## src/rtl/mem_arb_pkg.sv

```systemverilog
// Shared types for the instruction/data SRAM arbiter: owner-state encoding
// and the starvation counter width.
package mem_arb_pkg;

    localparam int CNT_W = 4;

    typedef enum logic [1:0] {
        IDLE  = 2'd0,
        IF_RD = 2'd1,
        D_RD  = 2'd2,
        D_WR  = 2'd3
    } owner_t;

endpackage

```

## src/rtl/mem_arbiter_starve.sv

```systemverilog
// arb_starve_ctr: saturating count of consecutive denied fetch cycles;
// starve_flag forces the next fetch/data collision in favour of fetch.
module arb_starve_ctr
    import mem_arb_pkg::*;
#(
    parameter int STARVE_MAX = 4
) (
    input  logic clk,
    input  logic rst_n,
    input  logic if_req,
    input  logic if_gnt,
    output logic starve_flag
);

    localparam logic [CNT_W-1:0] LIMIT = CNT_W'(STARVE_MAX);

    logic [CNT_W-1:0] cnt;

    always_ff @(posedge clk or negedge rst_n) begin
        if (!rst_n) begin
            cnt <= '0;
        end else if (!if_req || if_gnt) begin
            cnt <= '0;
        end else if (cnt != LIMIT) begin
            cnt <= cnt + 1'b1;
        end
    end

    assign starve_flag = (cnt == LIMIT);

endmodule

```

## src/rtl/mem_arbiter.sv

```systemverilog
// mem_arbiter: shares one single-port synchronous SRAM between instruction
// fetch and the data stage. Optional fetch starvation guard: MEM_ARB_STARVE_EN.
module mem_arbiter
    import mem_arb_pkg::*;
#(
    parameter int ADDR_W     = 32,
    parameter int DATA_W     = 32,
    parameter int STARVE_MAX = 4
) (
    input  logic              clk,
    input  logic              rst_n,

    input  logic              if_req,
    input  logic [ADDR_W-1:0] if_addr,
    output logic              if_gnt,
    output logic              if_rvalid,
    output logic [DATA_W-1:0] if_rdata,
    output logic              if_stall,

    input  logic              d_req,
    input  logic              d_we,
    input  logic [ADDR_W-1:0] d_addr,
    input  logic [DATA_W-1:0] d_wdata,
    output logic              d_gnt,
    output logic              d_rvalid,
    output logic [DATA_W-1:0] d_rdata,
    output logic              d_stall,

    output logic              mem_en,
    output logic              mem_we,
    output logic [ADDR_W-1:0] mem_addr,
    output logic [DATA_W-1:0] mem_wdata,
    input  logic [DATA_W-1:0] mem_rdata
);

    if (STARVE_MAX < 1 || STARVE_MAX > 15) begin : g_bad_starve_max
        $error("mem_arbiter: STARVE_MAX must be in 1..15");
    end

    logic   starve_flag;
    owner_t owner_q, owner_d;

`ifdef MEM_ARB_STARVE_EN
    arb_starve_ctr #(
        .STARVE_MAX (STARVE_MAX)
    ) u_starve (
        .clk         (clk),
        .rst_n       (rst_n),
        .if_req      (if_req),
        .if_gnt      (if_gnt),
        .starve_flag (starve_flag)
    );
`else
    assign starve_flag = 1'b0;
`endif

    // Data wins by default so a data-stage stall can never deadlock the pipe;
    // grants are held off while in reset so every output reads 0 there.
    always_comb begin
        if_gnt = 1'b0;
        d_gnt  = 1'b0;
        if (rst_n) begin
            if (d_req && !(if_req && starve_flag)) begin
                d_gnt = 1'b1;
            end else if (if_req) begin
                if_gnt = 1'b1;
            end
        end
    end

    assign if_stall = rst_n & if_req & ~if_gnt;
    assign d_stall  = rst_n & d_req & ~d_gnt;

    always_comb begin
        mem_en    = 1'b0;
        mem_we    = 1'b0;
        mem_addr  = '0;
        mem_wdata = '0;
        if (d_gnt) begin
            mem_en    = 1'b1;
            mem_we    = d_we;
            mem_addr  = d_addr;
            mem_wdata = d_wdata;
        end else if (if_gnt) begin
            mem_en   = 1'b1;
            mem_addr = if_addr;
        end
    end

    always_comb begin
        owner_d = IDLE;
        if (if_gnt) begin
            owner_d = IF_RD;
        end else if (d_gnt) begin
            owner_d = d_we ? D_WR : D_RD;
        end
    end

    always_ff @(posedge clk or negedge rst_n) begin
        if (!rst_n) begin
            owner_q <= IDLE;
        end else begin
            owner_q <= owner_d;
        end
    end

    // The read returning this cycle belongs to whoever was granted last cycle.
    assign if_rvalid = (owner_q == IF_RD);
    assign d_rvalid  = (owner_q == D_RD);
    assign if_rdata  = if_rvalid ? mem_rdata : '0;
    assign d_rdata   = d_rvalid  ? mem_rdata : '0;

endmodule
```

## config.mk

```make
export PLATFORM = sky130hd
export DESIGN_NAME = mem_arbiter
export DESIGN_NICKNAME = d
export VERILOG_FILES = /design/src/rtl/mem_arb_pkg.sv /design/src/rtl/mem_arbiter_starve.sv /design/src/rtl/mem_arbiter.sv
export SDC_FILE = /design/constraint.sdc
export NUM_CORES = 1
export LEC_CHECK = 0
export ABC_AREA = 1
export CAP_MARGIN = 20
export CORE_AREA = 2 2 104 106
export DETAILED_ROUTE_END_ITERATION = 12
export DIE_AREA = 0 0 106 108
export MAX_ROUTING_LAYER = met4
export PLACE_DENSITY_LB_ADDON = 0.2
export SYNTH_ARGS = -nofsm -noshare
export SYNTH_HDL_FRONTEND = slang
export SYNTH_SLANG_ARGS = --single-unit
```

## constraint.sdc

```tcl
create_clock -name clk -period 1.8 [get_ports clk]
set_input_delay 0.54 -clock clk [delete_from_list [all_inputs] [get_ports clk]]
set_output_delay 0.54 -clock clk [all_outputs]
set_load 0.01 [all_outputs]
```

* After elaboration in Yosys (flattened, before gate mapping) *
Cells that the tools add are included.

storage, ports and cells
  input bits = 133
  register bits after elaboration = 2
  output and inout port bits = 136
  word-level logic and storage cells = 25

cells by class
  bitwise gates (word level) = 6
  equal/unequal tests = 2
  mux-type cells = 16

operators with widths
  operator              number
  $mux W32              5
  $mux W1               9
  $and A1 B1 Y1         4
  $mux W2               2
  $eq A2 B1 Y1 const B  1
  $eq A2 B2 Y1 const B  1
  $not A1 Y1            2

* Longest topological paths before layout *
Gate-level depths: netlist (run 1).

  word-level depth = 5
  gate-level depth with buffers = 6
  mapped depth without buffers = 4

* Worst setup path after synthesis (run 1) *
Ideal clock, no wire load.

  path type = in2out
  from = in rst_n
  to = out mem_addr[10]
  slack = 0.160 ns
  cell stages on the path = 6
  data required time = 1.260 ns
  buffers on the path = 2
  arrival time = 1.100 ns
  cell sequence = buf_4 nand2_4 inv_4 buf_6 nand2_1 nand2_1

on the way
  longest elaborated chain between the ends = 3

RTL lines
  element          RTL line           RTL
  start, declared  mem_arbiter.sv:11  input logic rst_n,
  $mux W1          mem_arbiter.sv:62  if (rst_n) begin
  $mux W32         mem_arbiter.sv:84  end else if (if_gnt) begin
  $mux W32 *       mem_arbiter.sv:79  if (d_gnt) begin
  end, declared    mem_arbiter.sv:31  output logic [ADDR_W-1:0] mem_addr,

Mark *: on every way between the ends. The rest lies on a longest branch, timed or not.

* Worst setup path after layout (run 1) *
  from = in rst_n
  to = out mem_addr[30]

The elaborated chain is that of the path after synthesis.

==> results_dict.tcl, run 1 <==
set metrics [dict create \
    outcome "finished clean" \
    cts_htree_levels 1 \
    start_util_pct 13.0 \
    report.final.hold_viol_count 0 \
    clockRootBuffer "clkbuf_8" \
    yosys.cell_types.count 14 \
    wl_per_cell_um 14.3 \
    fillCellCount 1133 \
    die_width_um 106 \
    critPathKind "in -> out" \
    worst_path_cell_trace "buf_12 > nand2_8 > inv_8 > clkbuf_16 > nand2_1 > nand2_1 > buf_6" \
    timing.fmax_mhz 558 \
    worstSetupStartpointType "input pin" \
    largest-register "owner_q" \
    ioPinCount 269 \
    cts_buffers 3 \
    path_clk_slew_ps 30 \
    max-vdd-ir-drop_mv 0.133 \
    clock_sinks 2 \
    share_of_cells_above_drive_strength_1_pct 35.7 \
    largest_register_ff_count 2 \
    post_synthesis_average_cell_area_um2 4.45 \
    gp_routability_congestion 0.778 \
    critical_path.slowest_cell "clkbuf_16" \
    power.density_cell_area_nw_per_um2 260 \
    final_period_minus_worst_setup_slack_ps 1790 \
    yosys_register_bits 2 \
    ctsHoldBuffers 0 \
    wirelength_mm 10.3 \
    synth_common_cells "99 x nor2_1, 70 x inv_1, 67 x nand2_1, 32 x nand4_1, 16 x buf_2" \
    setup_viol_count_final 0 \
    synth_sequential_area_ratio_pct 3.75 \
    path_max_fanout 6 \
    synth_cells 300 \
    antenna_found_initial 0 \
    final_hold_slack_ps 264 \
    gr-usage-all-layers_pct 16.1 \
    dominantRegCellSynth "dfrtp_1" \
    drv_cap 0 \
    syn_nets 433 \
    multiInputGateArea_um2 910 \
    edff_count_synth 0 \
    dp_hpwl_mm 7.10 \
    drt-pass1-iter-count 4 \
    n_antenna_cell 0 \
    cell_types_occupying_the_most_area_after_synthesis "nor2_1 28%, inv_1 20%, nand2_1 19%, nand4_1 15%, buf_2 6.0%" \
    worst_hold_path_type "in -> async" \
    tritoncts "yes" \
    drt-vias-per-instance 4.04 \
    finalNetCount 717 \
    drtAntennaViolNets 0 \
    layout.area.seq_um2 50.0 \
    path_common_cell "nand2_1" \
    port_buffers 267 \
    slew_viol_final 0 \
    synth_largest_type_area_fraction_pct 27.9 \
    worst_ep_arrival_time_ps 1250 \
    synth_warnings 0 \
    cts.path.max_buffers 2 \
    placeableCoreArea_um2 10200 \
    dieArea_um2 11400 \
    num_rows 37 \
    area_growth_syn_to_layout_pct 219 \
    die_height_um 108 \
    crit_required_ps 1260 \
    drtIter0Drc 138 \
    rsz0062_at_grt "true" \
    globalRoute.totalOverflow 0 \
    yosys.cell_count.top_type "nor2_1" \
    min_period_over_period_pct 99.6 \
    crit_path_end_kind "output pin" \
    mappedNetlistArea_um2 1330 \
    number_of_global_route_vias_before_repair 2773 \
    detailroute.via_count 2902 \
    static-leakage-power_nw 3.04 \
    top_regs "owner_q (2)" \
    final_core_utilization_pct 41.6 \
    drc 0 \
    maximum_number_of_pins_on_one_net_before_global_route_repair 34 \
    synth-async-reset-ratio_pct 100 \
    worst_path_largest_cell_delay_ps 160 \
    synth_largest_area_cell "nor2_1" \
    first_pass_grt_wire_length_mm 14.3 \
]
==> kinds of logic (layout without fill, tap and decap cells) <==
family	after synthesis	in the layout	synth area share, %
AO/OA/AOI/OAI	1	1	0.375
buffers and inverters	96	378	32.6
flip-flops	2	2	3.75
other	1	1	0.281
AND/OR/NAND/NOR	200	200	62.9
==> final timing paths <==
kind                       slack (ps)  cells after the start   from           end
min in group clk                  730                      4   d_we    owner_q[0]
max in group asynchronous        1420                      2  rst_n    owner_q[0]
max                                 7                      7  rst_n  mem_addr[30]
min                               260                      2  rst_n    owner_q[1]
==> per-layer routing <==
layer / routed length, um / global-route usage, %
met5: 0 / -
met4: 57 / 3.57
met3: 869 / 2.29
met2: 5430 / 30.9
met1: 3930 / 17.5
==> critical path, delay by kind of cell <==
| family | cells | cell delay [ps] |
|---|---|---|
| AND/OR/NAND/NOR | 3 | 240 |
| buffers and inverters | 4 | 460 |
==> area by class of cell <==
cell class | instances | area share, %
repair buffers | 303 | 65.6
multi-input cells | 202 | 21.4
inverters | 72 | 6.83
well taps | 136 | 4.00
flip-flops and latches | 2 | 1.18
clock buffers | 3 | 0.971
==> per-stage QoR <==
step                area (um2)  total power, mW  instances  TNS [ps]  worst slack, ps
detailed placement        4190            0.948        692    -83360             -860
CTS                       3950             1.08        710     -83.7            -20.6
global placement          4190            0.946        692    -83540             -881
finish                    4250             1.10        718         0             7.18
floorplan                 1330            0.334        300         0              160
global route              4250             1.19        718      -507            -41.4
==> report_power, final <==
group / switching, mW / internal [mW] / leakage (nW)
registers: 0.00197 / 0.0480 / 0.0258
logic: 0.391 / 0.490 / 2.99
clock network: 0.0323 / 0.141 / 0.0216
==> cells in the final DEF, fill, tap and decap left out, types with 2 or more instances in the layout <==
master,n
buf_2,123
dlymetal6s2s_1,57
buf_4,11
clkdlybuf4s50_1,23
inv_2,18
nand2_2,3
clkbuf_2,4
buf_6,6
nor2_2,7
nand2_1,64
clkbuf_8,3
dlygate4sd2_1,51
clkbuf_16,5
inv_1,52
buf_12,13
nor2_4,2
dfrtp_1,2
nand4_1,32
buf_16,7
nor2_1,90
==> timing repair <==
action	CTS	global route
endpoints found under the hold margin	0	0
gates resized for setup	607	103
cloned	8	6
endpoints found under the setup margin	135	103
setup buffers	7	3
pin swaps	94	81
Note: power is estimated with default switching activity, not from simulation.
==> inputs of run 2 (changes only) <==
- GPL_TIMING_DRIVEN: unset -> 0
==> run 2 against run 1 <==
Effect of this change:
- first-iteration DRC count decreased by 16%
- the run now ends with negative setup slack left
- wire length decreased by 7.5%
- sequential power about the same
- clock power about the same
==> results_dict.tcl, run 2 (synthesized netlist as in run 1, its figures left out) <==
set metrics [dict create \
    outcome "finished with violations" \
    violated_checks "negative setup slack" \
    final_core_utilization_pct 43.7 \
    drt-vias-per-instance 3.99 \
    drt-pass1-iter-count 4 \
    crit_end "mem_addr[9]" \
    crit_required_ps 1260 \
    num_rows 37 \
    cts_buffers 3 \
    worst_path_largest_cell_delay_ps 140 \
    clockRootBuffer "clkbuf_8" \
    drtIter0Drc 116 \
    start_util_pct 13.0 \
    path_common_cell "buf_12" \
    dieArea_um2 11400 \
    globalRoute.totalOverflow 0 \
    drv_cap 0 \
    power.density_cell_area_nw_per_um2 257 \
    cts_htree_levels 1 \
    finalNetCount 729 \
    layout_commonest_cell "buf_2" \
    worst_path_cell_trace "buf_12 > nand2_8 > inv_8 > buf_12 > buf_8 > nand2_2 > nand2_1 > buf_2" \
    detailroute.via_count 2914 \
    path_clk_slew_ps 30 \
    placeableCoreArea_um2 10200 \
    drc 0 \
    critical_path.slowest_cell "buf_2" \
    top_regs "owner_q (2)" \
    largest-register "owner_q" \
    report.final.hold_viol_count 0 \
    crit_start "rst_n" \
    path_max_fanout 6 \
    largest_register_ff_count 2 \
    worstSetupStartpointType "input pin" \
    die_width_um 106 \
    n_antenna_cell 0 \
    critPathKind "in -> out" \
    static-leakage-power_nw 2.99 \
    ctsHoldBuffers 0 \
    rsz0062_at_grt "true" \
    max-vdd-ir-drop_mv 0.0930 \
    clock_sinks 2 \
    area_growth_syn_to_layout_pct 235 \
    dp_hpwl_mm 7.50 \
    postLayoutSetupSlackWorst_ps -33.2 \
    maximum_number_of_pins_on_one_net_before_global_route_repair 11 \
    crit_path_end_kind "output pin" \
    ioPinCount 269 \
    gr-usage-all-layers_pct 14.9 \
    min_period_over_period_pct 102 \
    wl_per_cell_um 13.0 \
    gp_routability_congestion 0.801 \
    layout.cells.most_common_list "108 x buf_2, 70 x nor2_1, 53 x inv_1" \
    port_buffers 266 \
    power_mw 1.15 \
    timing.fmax_mhz 545 \
    worst_hold_path_type "in -> async" \
    antenna_found_initial 0 \
    cts.path.max_buffers 2 \
    wirelength_mm 9.52 \
    die_height_um 108 \
    final_period_minus_worst_setup_slack_ps 1830 \
    share_of_cells_above_drive_strength_1_pct 47.0 \
    slew_viol_final 0 \
    fin_setup_tns_ps -424 \
    tritoncts "yes" \
    number_of_global_route_vias_before_repair 2745 \
    setup_viol_count_final 19 \
    first_pass_grt_wire_length_mm 13.5 \
    worst_ep_arrival_time_ps 1290 \
    drtAntennaViolNets 0 \
]
run 2: timing repair:
action	CTS	global route
gates cloned	4	3
setup endpoints to repair	135	117
gates resized for setup	646	162
pin swaps	68	74
setup buffers	17	4
run 2: area by class of cell:
cell class | instances | area, um2
multi-input cells | 202 | 1120
fillers | 1124 | 5760
flip-flops and latches | 2 | 50.0
well taps | 136 | 170
inverters | 72 | 288
plain buffers | 22 | 249
repair buffers | 293 | 2550
clock buffers | 3 | 41.3
run 2: worst min-delay path by stage:
stage	endpoint	from	cells past startpoint
6_report	owner_q[1]	rst_n	2
5_1_grt	owner_q[1]	rst_n	2
4_1_cts	owner_q[1]	rst_n	2
3_5_place_dp	owner_q[0]	rst_n	1
3_3_place_gp	owner_q[0]	rst_n	1
2_1_floorplan	owner_q[0]	rst_n	0
run 2: report_power, final:
part           leakage, nW  internal (mW)  total [mW]  switching, mW
Sequential          0.0258         0.0480      0.0503        0.00232
Combinational         2.94          0.515       0.925          0.410
Clock               0.0216          0.141       0.173         0.0322
run 2: per-stage QoR:
stage	cell area [um2]	hold WS (ps)	std cells	setup slack, ps
2_1_floorplan	1330	244	300	160
3_3_place_gp	4170	731	702	-1130
3_5_place_dp	4170	729	702	-1130
4_1_cts	4050	189	726	-149
5_1_grt	4470	241	730	-82.3
6_report	4470	231	730	-33.2
run 2: layer usage:
metal	GRT usage (%)	part of all wire (%)
met3	2.41	8.3
met2	29.2	54
met4	3.29	1.4
met5	-	0
met1	15.5	36
run 2: worst max-delay path, delay by kind of cell:
family        cells  cell delay (ps)
buf+inv           5              560
simple gates      3              190
==> inputs of run 3 (changes only) <==
- CORE_AREA: 2 2 104 106 -> 5 5 101 103
- PLACE_DENSITY: unset -> 0.62
- PLACE_DENSITY_LB_ADDON: 0.2 -> unset
- SKIP_CTS_REPAIR_TIMING: unset -> 1
==> run 3 against run 2 <==
Effect of this change:
- first-iteration DRC count fell by 21%
- largest power group unchanged
- die area did not move
- the run still ends with negative setup slack left
- count of clock-buffer cells in the layout did not move
- cell count fell by 4.5%
- wire length rose by 7.8%
- worst hold slack got worse by 130 ps
- flip-flop and latch count did not move
- combinational power rose by 6.7%
- critical path depth rose by 1
- sequential share of layout area barely moved
- final area rose by 3.1%
- clock power barely moved
==> results_dict.tcl, run 3 (synthesized netlist as in run 1, its figures left out) <==
set metrics [dict create \
    outcome "finished with violations" \
    violated_checks "negative setup slack" \
    share_of_cells_above_drive_strength_1_pct 46.6 \
    global_route.usage.met2_pct 29.4 \
    cts_htree_levels 1 \
    finalNetCount 721 \
    clockRootBuffer "clkbuf_8" \
    worst_ep_arrival_time_ps 1400 \
    grt.met3_usage_pct 2.45 \
    drt-pass1-iter-count 4 \
    fin_setup_tns_ps -5750 \
    layout_commonest_cell "buf_2" \
    largest-register "owner_q" \
    first_pass_grt_wire_length_mm 13.6 \
    area_growth_syn_to_layout_pct 246 \
    largest_register_ff_count 2 \
    path_common_cell "buf_8" \
    drv_cap 0 \
    drtAntennaViolNets 0 \
    port_buffers 266 \
    gr-usage-all-layers_pct 15.0 \
    min_period_over_period_pct 108 \
    max-vdd-ir-drop_mv 0.0981 \
    final_design_area_no_fill_um2 4610 \
    gp_routability_congestion 0.790 \
    report.final.hold_viol_count 0 \
    number_of_global_route_vias_before_repair 2804 \
    layout.cells.most_common_list "88 x buf_2, 86 x clkdlybuf4s50_1, 65 x nor2_1" \
    path_clk_slew_ps 30 \
    highest_utilization_routing_layer_at_the_global_route_stage "met2" \
    slew_viol_final 0 \
    die_height_um 108 \
    antenna_found_initial 0 \
    fin_cells 697 \
    critPathKind "in -> out" \
    groute.layer.met1.usage_pct 15.7 \
    n_antenna_cell 0 \
    placement.setup.worst_slack_ps -1100 \
    path_max_fanout 5 \
    num_rows 35 \
    drtIter0Drc 92 \
    ioPinCount 269 \
    static-leakage-power_nw 3.07 \
    placeableCoreArea_um2 9110 \
    postLayoutSetupSlackWorst_ps -143 \
    drt-vias-per-instance 4.20 \
    dp_hpwl_mm 8.33 \
    worst_path_largest_cell_delay_ps 150 \
    worst_path_cell_trace "buf_8 > buf_8 > nand2_8 > inv_8 > buf_12 > clkbuf_16 > nand2_4 > nand2_2 > buf_6" \
    power.density_cell_area_nw_per_um2 262 \
    final_period_minus_worst_setup_slack_ps 1940 \
    critical_path.slowest_cell "clkbuf_16" \
    worst_hold_path_type "in -> async" \
    drc 0 \
    post_dp_cell_area_um2 4140 \
    crit_path_end_kind "output pin" \
    rsz0062_at_grt "true" \
    cts.path.max_buffers 2 \
    wl_per_cell_um 14.7 \
    worstSetupStartpointType "input pin" \
    die_width_um 106 \
    start_util_pct 14.6 \
    placedCellCount 677 \
    timing.fmax_mhz 515 \
    maximum_number_of_pins_on_one_net_before_global_route_repair 11 \
    globalRoute.totalOverflow 0 \
    cts_buffers 3 \
    clock_sinks 2 \
    crit_required_ps 1260 \
    dieArea_um2 11400 \
    wirelength_mm 10.3 \
    tritoncts "yes" \
    top_regs "owner_q (2)" \
    detailroute.via_count 2928 \
    setup_viol_count_final 73 \
]
## run 3: layout make-up
cell class / instances / area (um2)
inverter: 72 / 285
tap: 111 / 139
timing repair buffer: 285 / 2660
fill: 898 / 4500
clock buffer: 3 / 41.3
sequential: 2 / 51.3
buffer: 22 / 246
multi-input combinational: 202 / 1190
## run 3: per-stage QoR
step / power [mW] / hold slack (ps) / util, %
after detailed placement: 0.945 / 735 / 45.4
final: 1.21 / 102 / 50.6
after global routing: 1.29 / 96.4 / 50.6
after CTS: 1.13 / 517 / 45.9
after global placement: 0.939 / 725 / 45.4
after floorplan: 0.334 / 244 / -
## run 3: worst max-delay path by stage
stage | start | endpoint | slack [ps] | depth (start not counted)
3_3_place_gp | rst_n | mem_addr[26] | -1070 | 8
6_report | rst_n | mem_addr[10] | -140 | 9
3_5_place_dp | rst_n | mem_addr[26] | -1100 | 8
5_1_grt | rst_n | mem_addr[19] | -180 | 9
2_1_floorplan | rst_n | mem_addr[10] | 160 | 6
4_1_cts | rst_n | mem_addr[26] | -1110 | 8
## run 3: per-layer routing
layer	vias to the layer above	wire length, um
met5	-	0
met4	0	132
met3	8	744
met2	170	5580
met1	1294	3810
li1	1456	-
## run 3: worst max-delay path: cells and delay by family
family	cells	cell delay, ps
AND/OR/NAND/NOR	3	190
buffers and inverters	6	650
## run 3: power by group
group	total (mW)	internal, mW	leakage (nW)	switching [mW]
Combinational	0.987	0.557	3.03	0.431
Clock	0.171	0.141	0.0216	0.0300
Sequential	0.0504	0.0483	0.0245	0.00217
Total	1.21	0.746	3.07	0.463
